<file path="config.mk">
export PLATFORM = sky130hd
export DESIGN_NAME = seg7_capture
export DESIGN_NICKNAME = d
export VERILOG_FILES = /design/src/rtl/seg7_pkg.sv /design/src/rtl/seg7_inverse.sv /design/src/rtl/seg7_capture.sv
export SDC_FILE = /design/constraint.sdc
export NUM_CORES = 1
export LEC_CHECK = 0
export ABC_AREA = 0
export BUFFER_PORTS_ARGS = -buffer_cell sky130_fd_sc_hd__clkbuf_2
export CORE_MARGIN = 2
export CORE_UTILIZATION = 50
export CTS_BUF_LIST = sky130_fd_sc_hd__clkbuf_2 sky130_fd_sc_hd__clkbuf_4 sky130_fd_sc_hd__clkbuf_8
export DETAILED_ROUTE_END_ITERATION = 6
export PLACE_DENSITY = 0.71
export SLEW_MARGIN = 0
export SYNTH_ARGS = -nofsm -noshare
export SYNTH_HDL_FRONTEND = slang
export SYNTH_SLANG_ARGS = --single-unit
</file>
<file path="constraint.sdc">
create_clock -name clk -period 2.5 [get_ports clk]
set_input_delay 0.5 -clock clk [delete_from_list [all_inputs] [get_ports clk]]
set_output_delay 0.5 -clock clk [all_outputs]
set_load 0.01 [all_outputs]
</file>
<file path="src/rtl/seg7_pkg.sv">
// Shared 7-segment definitions for the forward decoder and the readback capture block.
// Holds the active-high segment patterns (bit0=a .. bit6=g, bit7=DP) and the capture FSM state type.
// Both directions use these constants, so the two tables cannot drift apart.
package seg7_pkg;

  typedef logic [7:0] seg_t;

  localparam seg_t SEG_0     = 8'h3F;
  localparam seg_t SEG_1     = 8'h06;
  localparam seg_t SEG_2     = 8'h5B;
  localparam seg_t SEG_3     = 8'h4F;
  localparam seg_t SEG_4     = 8'h66;
  localparam seg_t SEG_5     = 8'h6D;
  localparam seg_t SEG_6     = 8'h7D;
  localparam seg_t SEG_7     = 8'h07;
  localparam seg_t SEG_8     = 8'h7F;
  localparam seg_t SEG_9     = 8'h6F;
  localparam seg_t SEG_A     = 8'h77;
  localparam seg_t SEG_B     = 8'h7C;
  localparam seg_t SEG_C     = 8'h39;
  localparam seg_t SEG_D     = 8'h5E;
  localparam seg_t SEG_E     = 8'h79;
  localparam seg_t SEG_F     = 8'h71;
  localparam seg_t SEG_BLANK = 8'h00;

  // Capture FSM: wait for a one-hot strobe, debounce, write once, hold until the bus moves.
  typedef enum logic [1:0] {
    S_IDLE    = 2'd0,
    S_SETTLE  = 2'd1,
    S_CAPTURE = 2'd2,
    S_HOLD    = 2'd3
  } cap_state_e;

endpackage

</file>
<file path="src/rtl/seg7_inverse.sv">
// Combinational inverse 7-segment decoder: segment pattern -> hex nibble plus match flag.
// Ports: seg_i (pattern, DP must already be cleared by the caller), hit_o (pattern is a hex digit),
//        nib_o (decoded nibble, 0 when hit_o is low).
module seg7_inverse
  import seg7_pkg::*;
(
  input  seg_t       seg_i,
  output logic       hit_o,
  output logic [3:0] nib_o
);

  always_comb begin
    hit_o = 1'b1;
    nib_o = 4'h0;
    case (seg_i)
      SEG_0:   nib_o = 4'h0;
      SEG_1:   nib_o = 4'h1;
      SEG_2:   nib_o = 4'h2;
      SEG_3:   nib_o = 4'h3;
      SEG_4:   nib_o = 4'h4;
      SEG_5:   nib_o = 4'h5;
      SEG_6:   nib_o = 4'h6;
      SEG_7:   nib_o = 4'h7;
      SEG_8:   nib_o = 4'h8;
      SEG_9:   nib_o = 4'h9;
      SEG_A:   nib_o = 4'hA;
      SEG_B:   nib_o = 4'hB;
      SEG_C:   nib_o = 4'hC;
      SEG_D:   nib_o = 4'hD;
      SEG_E:   nib_o = 4'hE;
      SEG_F:   nib_o = 4'hF;
      default: hit_o = 1'b0;   // blank and any other pattern
    endcase
  end

endmodule

</file>
<file path="src/rtl/seg7_capture.sv">
// Readback of a multiplexed active-high 7-segment bus: debounces each strobe window, inverse-decodes
// the pattern and stores nibble/valid/DP per digit; frame_done pulses once every digit has been captured.
// Ports: clk, reset_n (sync, active-low), leds[7:0], digit[NDIG-1:0] in; nums, valid, dp, frame_done,
//        err_cnt out. Optional macro SEG7_CAPTURE_ERRCNT_EN enables the saturating undecodable-pattern count.
module seg7_capture
  import seg7_pkg::*;
#(
  parameter int NDIG          = 4,
  parameter int STABLE_CYCLES = 4
) (
  input  logic              clk,
  input  logic              reset_n,
  input  logic [7:0]        leds,
  input  logic [NDIG-1:0]   digit,
  output logic [4*NDIG-1:0] nums,
  output logic [NDIG-1:0]   valid,
  output logic [NDIG-1:0]   dp,
  output logic              frame_done,
  output logic [7:0]        err_cnt
);

  localparam int CW = $clog2(STABLE_CYCLES + 1);
  localparam int IW = (NDIG > 1) ? $clog2(NDIG) : 1;

  seg_t            smp_leds_q, ref_leds_q;
  logic [NDIG-1:0] smp_digit_q, ref_digit_q;
  cap_state_e      state_q;
  logic [CW-1:0]   cnt_q;
  logic [NDIG-1:0] seen_q;
  logic [4*NDIG-1:0] nums_q;
  logic [NDIG-1:0] valid_q, dp_q;
  logic            frame_done_q;

  logic            onehot, changed;
  logic [CW-1:0]   cnt_inc;
  cap_state_e      restart_state;
  logic [CW-1:0]   restart_cnt;
  logic [IW-1:0]   cap_idx;
  logic [NDIG-1:0] seen_next;
  logic            inv_hit;
  logic [3:0]      inv_nib;

  // Input sampling stage; everything downstream sees only the registered bus.
  always_ff @(posedge clk) begin
    if (!reset_n) begin
      smp_leds_q  <= SEG_BLANK;
      smp_digit_q <= '0;
    end else begin
      smp_leds_q  <= leds;
      smp_digit_q <= digit;
    end
  end

  always_comb begin
    onehot  = (smp_digit_q != '0) && ((smp_digit_q & (smp_digit_q - NDIG'(1))) == '0);
    changed = (smp_leds_q != ref_leds_q) || (smp_digit_q != ref_digit_q);
    cnt_inc = (cnt_q == CW'(STABLE_CYCLES)) ? cnt_q : cnt_q + CW'(1);
    // A new window counts its first sample; with STABLE_CYCLES=1 that sample is already enough.
    restart_state = S_IDLE;
    restart_cnt   = '0;
    if (onehot) begin
      restart_state = (STABLE_CYCLES <= 1) ? S_CAPTURE : S_SETTLE;
      restart_cnt   = CW'(1);
    end
    cap_idx = '0;
    for (int i = 0; i < NDIG; i++) begin
      if (ref_digit_q[i]) cap_idx = IW'(i);
    end
    seen_next = seen_q | ref_digit_q;
  end

  // DP is stripped so the decoder sees the pure segment pattern.
  seg7_inverse u_inv (
    .seg_i ({1'b0, ref_leds_q[6:0]}),
    .hit_o (inv_hit),
    .nib_o (inv_nib)
  );

  // ref_* holds the previous sample while debouncing and is frozen during CAPTURE, so the write uses
  // the debounced window and a bus change on the capture cycle is still seen as a change in HOLD.
  always_ff @(posedge clk) begin
    if (!reset_n) begin
      ref_leds_q   <= SEG_BLANK;
      ref_digit_q  <= '0;
      state_q      <= S_IDLE;
      cnt_q        <= '0;
      seen_q       <= '0;
      nums_q       <= '0;
      valid_q      <= '0;
      dp_q         <= '0;
      frame_done_q <= 1'b0;
    end else begin
      frame_done_q <= 1'b0;
      if (state_q != S_CAPTURE) begin
        ref_leds_q  <= smp_leds_q;
        ref_digit_q <= smp_digit_q;
      end
      case (state_q)
        S_IDLE: begin
          state_q <= restart_state;
          cnt_q   <= restart_cnt;
        end
        S_SETTLE: begin
          if (changed) begin
            state_q <= restart_state;
            cnt_q   <= restart_cnt;
          end else begin
            cnt_q <= cnt_inc;
            if (cnt_inc >= CW'(STABLE_CYCLES)) state_q <= S_CAPTURE;
          end
        end
        S_CAPTURE: begin
          dp_q[cap_idx] <= ref_leds_q[7];
          if (inv_hit) begin
            nums_q[{cap_idx, 2'b00} +: 4] <= inv_nib;
            valid_q[cap_idx]              <= 1'b1;
          end else begin
            valid_q[cap_idx] <= 1'b0;
          end
          // The completing digit starts the next frame from an empty mask.
          if (seen_next == '1) begin
            frame_done_q <= 1'b1;
            seen_q       <= '0;
          end else begin
            seen_q <= seen_next;
          end
          state_q <= S_HOLD;
        end
        S_HOLD: begin
          if (changed) begin
            state_q <= restart_state;
            cnt_q   <= restart_cnt;
          end
        end
        default: begin
          state_q <= S_IDLE;
          cnt_q   <= '0;
        end
      endcase
    end
  end

`ifdef SEG7_CAPTURE_ERRCNT_EN
  logic [7:0] err_cnt_q;

  always_ff @(posedge clk) begin
    if (!reset_n) begin
      err_cnt_q <= 8'h00;
    end else if (state_q == S_CAPTURE && !inv_hit && err_cnt_q != 8'hFF) begin
      err_cnt_q <= err_cnt_q + 8'h01;
    end
  end

  assign err_cnt = err_cnt_q;
`else
  assign err_cnt = 8'h00;
`endif

  assign nums       = nums_q;
  assign valid      = valid_q;
  assign dp         = dp_q;
  assign frame_done = frame_done_q;

endmodule

</file>
==> qor.csv <==
stage,metric,value,unit
hold_path,hold_path_class,in -> reg,
synthesis,synthArstFlopShare,0,%
cts,cts_root_buffer,clkbuf_8,
global_route,antenna_found_initial,0,
synthesis,ys_ff_latch,58,
worst_setup_path,worst-path-max-fanout,13,
power_and_ir_drop,power_density,609,mW/mm²
cts,postCtsSetupBuffers,0,
sta,worst_pin_slew,561,ps
global_route,grt_pass1_wl,9390,µm
worst_setup_path,critPathLaunch,ref_leds_q[4],
cts,clk_pin_slew_worst_paths,60,ps
floorplanning,dieArea,0.00625,mm²
cts,cts_resized,0,
worst_setup_path,start_kind,register,
sta,finalCritPeriodShare,88.6,%
flow_run,max_cap_violations,0,
layout,area_growth,13.4,%
synthesis,synth_edf_count,0,
layout,regArea,0.00116,mm²
worst_setup_path,path_delay_family,simple AND/OR/NAND/NOR gates,
power_and_ir_drop,peakVddDrop,0.000467,V
global_route,grt_max_degree,33,
cts,numCtsBuffers,9,
synthesis,yosysSeqAreaShare,41.2,%
floorplanning,start_util,51.5,%
detailed_routing,viasPerCell,5.44,
cts,hold_buffers,0,
synthesis,postSynthCellCount,313,
sta,finalCriticalPeriod,2220,ps
layout,final_cells,423,
placement,io_buffers,38,
cts,cts_tree,built,
sta,tns,0,ps
layout,multi_input_area,0.00150,mm²
synthesis,synth_flop_cell,dfxtp_1,
detailed_routing,dr.pass1.iters,4,
sta,setup_viol,0,
layout,antenna_cells,0,
floorplanning,core-area,0.00547,mm²
sta,hold_viol_final,0,
floorplanning,rows,27,
detailed_routing,routed_wl,5530,µm
worst_setup_path,cpMaxStageDelayCell,dfxtp_1,
detailed_routing,ant_nets,0,
detailed_routing,drt_iter0_drc,144,
sta,slew_violations,0,
cts,cts_num_sinks,58,
layout,drive_gt1_share,19.4,%
power_and_ir_drop,p_leak,1.27,nW
placement,gp_congestion,0.866,
worst_setup_path,crit_type,reg -> reg,
sta,rsz0062_at_grt,false,
detailed_routing,vias,2300,
sta,relSlewSlack,62.6,%
layout,nFillCells,508,
worst_setup_path,timing.critical_path.buf_inv,0,
synthesis,ys_types,57,
worst_setup_path,end_kind,register,
sta,fmax,0.451,GHz
worst_setup_path,cp_common_cell,a21oi_1,
worst_setup_path,max_stage_delay,520,ps
layout,nNetsFinal,370,
synthesis,syn_avg_cell_area,9.01,µm²
placement,post-place-ws,317,ps
worst_setup_path,reg2reg_from,ref_leds_q[4],
worst_setup_path,cp_cell_sequence,or3b_4 -> a21oi_1 -> a21oi_1 -> and3_4 -> or4b_4 -> a2bb2o_4,
floorplanning,io-pin-count,47,
cts,htreeDepth,3,
detailed_routing,route.detailed.drc,0,
cts,ctsLongestPathBuffers,2,
detailed_routing,wire_per_inst,13.1,µm
placement,dp.cells,408,
cts,clkLatencyLatePin,330,ps
global_route,grt_overflow,0,
placement,dpl.hpwl,4040,µm
synthesis,netlist_area,0.00282,mm²
synthesis,yosys_warnings,0,
run_status,status,completed,
sta,layout_setup_ws,285,ps
global_route,grt_pass1_vias,2177,
floorplanning,dieHeight,79.1,µm
hold_path,min_from,leds[4],
worst_setup_path,required,2780,ps
worst_setup_path,critPathArrivalTime,2500,ps
layout,finish.utilization,58.4,%
floorplanning,dieWidth,79.1,µm
sta,finClkSkew,7.15,ps
global_route,grt_usage,19.3,%
## worst paths after layout
kind / end / cells after the start / slack (ps)
hold reg to reg: dp[0] / 2 / 460
setup reg to reg: nums[6] / 6 / 280
setup / recovery: nums[6] / 6 / 280
hold / removal: smp_leds_q[4] / 2 / 370
## where the power goes
part           internal, W  total [W]  switching, W
Clock             0.000477   0.000835      0.000358
Sequential        0.000946   0.000977     0.0000313
Combinational    0.0000581   0.000135     0.0000766
Total              0.00148    0.00195      0.000466
## routing by layer
metal | vias to the layer above | track usage [%] | routed length, µm
li1 | 1156 | - | -
met1 | 1081 | 22.5 | 2520
met2 | 53 | 32.8 | 2680
met3 | 10 | 5.11 | 235
met4 | 0 | 9.48 | 97
met5 | - | 0 | 0
## cells by family after synthesis
logic type      count (synthesis)  share of synthesized area [%]
simple gates                  111                           20.9
compound gates                 68                           17.1
flops                          58                           41.2
buf+inv                        36                           6.61
mux                            17                           6.08
xor+xnor                       13                           4.04
fa+ha+maj                       9                           3.99
other cells                     1                          0.133
## cell usage after synthesis (6+ instances only)
cell	n	share of area (%)
dfxtp_1	58	41
mux2i_1	16	5.7
and2_1	13	2.9
a21oi_1	22	3.9
nand2_1	29	3.9
ha_1	9	4.0
nand3_1	13	2.3
a22o_1	6	1.9
buf_4	10	2.7
clkbuf_1	6	0.80
nor2_1	25	3.3
xor2_1	12	3.7
inv_1	10	1.3
o21ai_0	8	1.4
## registers in the layout, summed over array words and instances (netlist names), named ones only
register     count
cnt_q            3
dp               4
frame_done       1
nums            16
ref_digit_q      4
ref_leds_q       8
seen_q           4
smp_digit_q      4
smp_leds_q       8
state_q          2
## worst reg2reg max path: stages, from the launching register on
cell	delay [ps]
dfxtp_1	520
or3b_4	440
a21oi_1	130
a21oi_1	100
and3_4	260
or4b_4	510
a2bb2o_4	200
## layout make-up
cell class | instances | share of cell area (%)
repair buffers | 41 | 6.66
clock buffers | 10 | 4.31
flip-flops and latches | 58 | 36.3
well taps | 72 | 2.82
inverters | 11 | 1.29
clock inverters | 5 | 1.72
multi-input cells | 226 | 46.9
## stage by stage
| stage | hold WS [ps] | cell area [µm²] | total power, W |
|---|---|---|---|
| 2_1_floorplan | 432 | 2850 | 0.00111 |
| 3_3_place_gp | 443 | 3000 | 0.00113 |
| 3_5_place_dp | 451 | 3000 | 0.00113 |
| 4_1_cts | 357 | 3200 | 0.00197 |
| 5_1_grt | 363 | 3200 | 0.00204 |
| 6_report | 369 | 3200 | 0.00195 |
## cell usage in the layout, fill, tap and decap left out, types with 3 or more instances in the layout
cell type  instances
clkbuf_8          10
o21a_1             4
o2bb2ai_1          4
dfxtp_1           58
nor3_1             4
nor2_1            25
a22o_1             6
mux2i_1           16
o21ai_0            8
nand3_1           13
nand2b_1           3
inv_1             10
nor4_1             4
clkbuf_2          38
a311oi_1           4
conb_1             8
buf_4              3
xor2_1            12
and2_1            13
ha_1               9
nand2_1           29
a21oi_1           22
No activity file was read; power rests on OpenSTA's default activity.
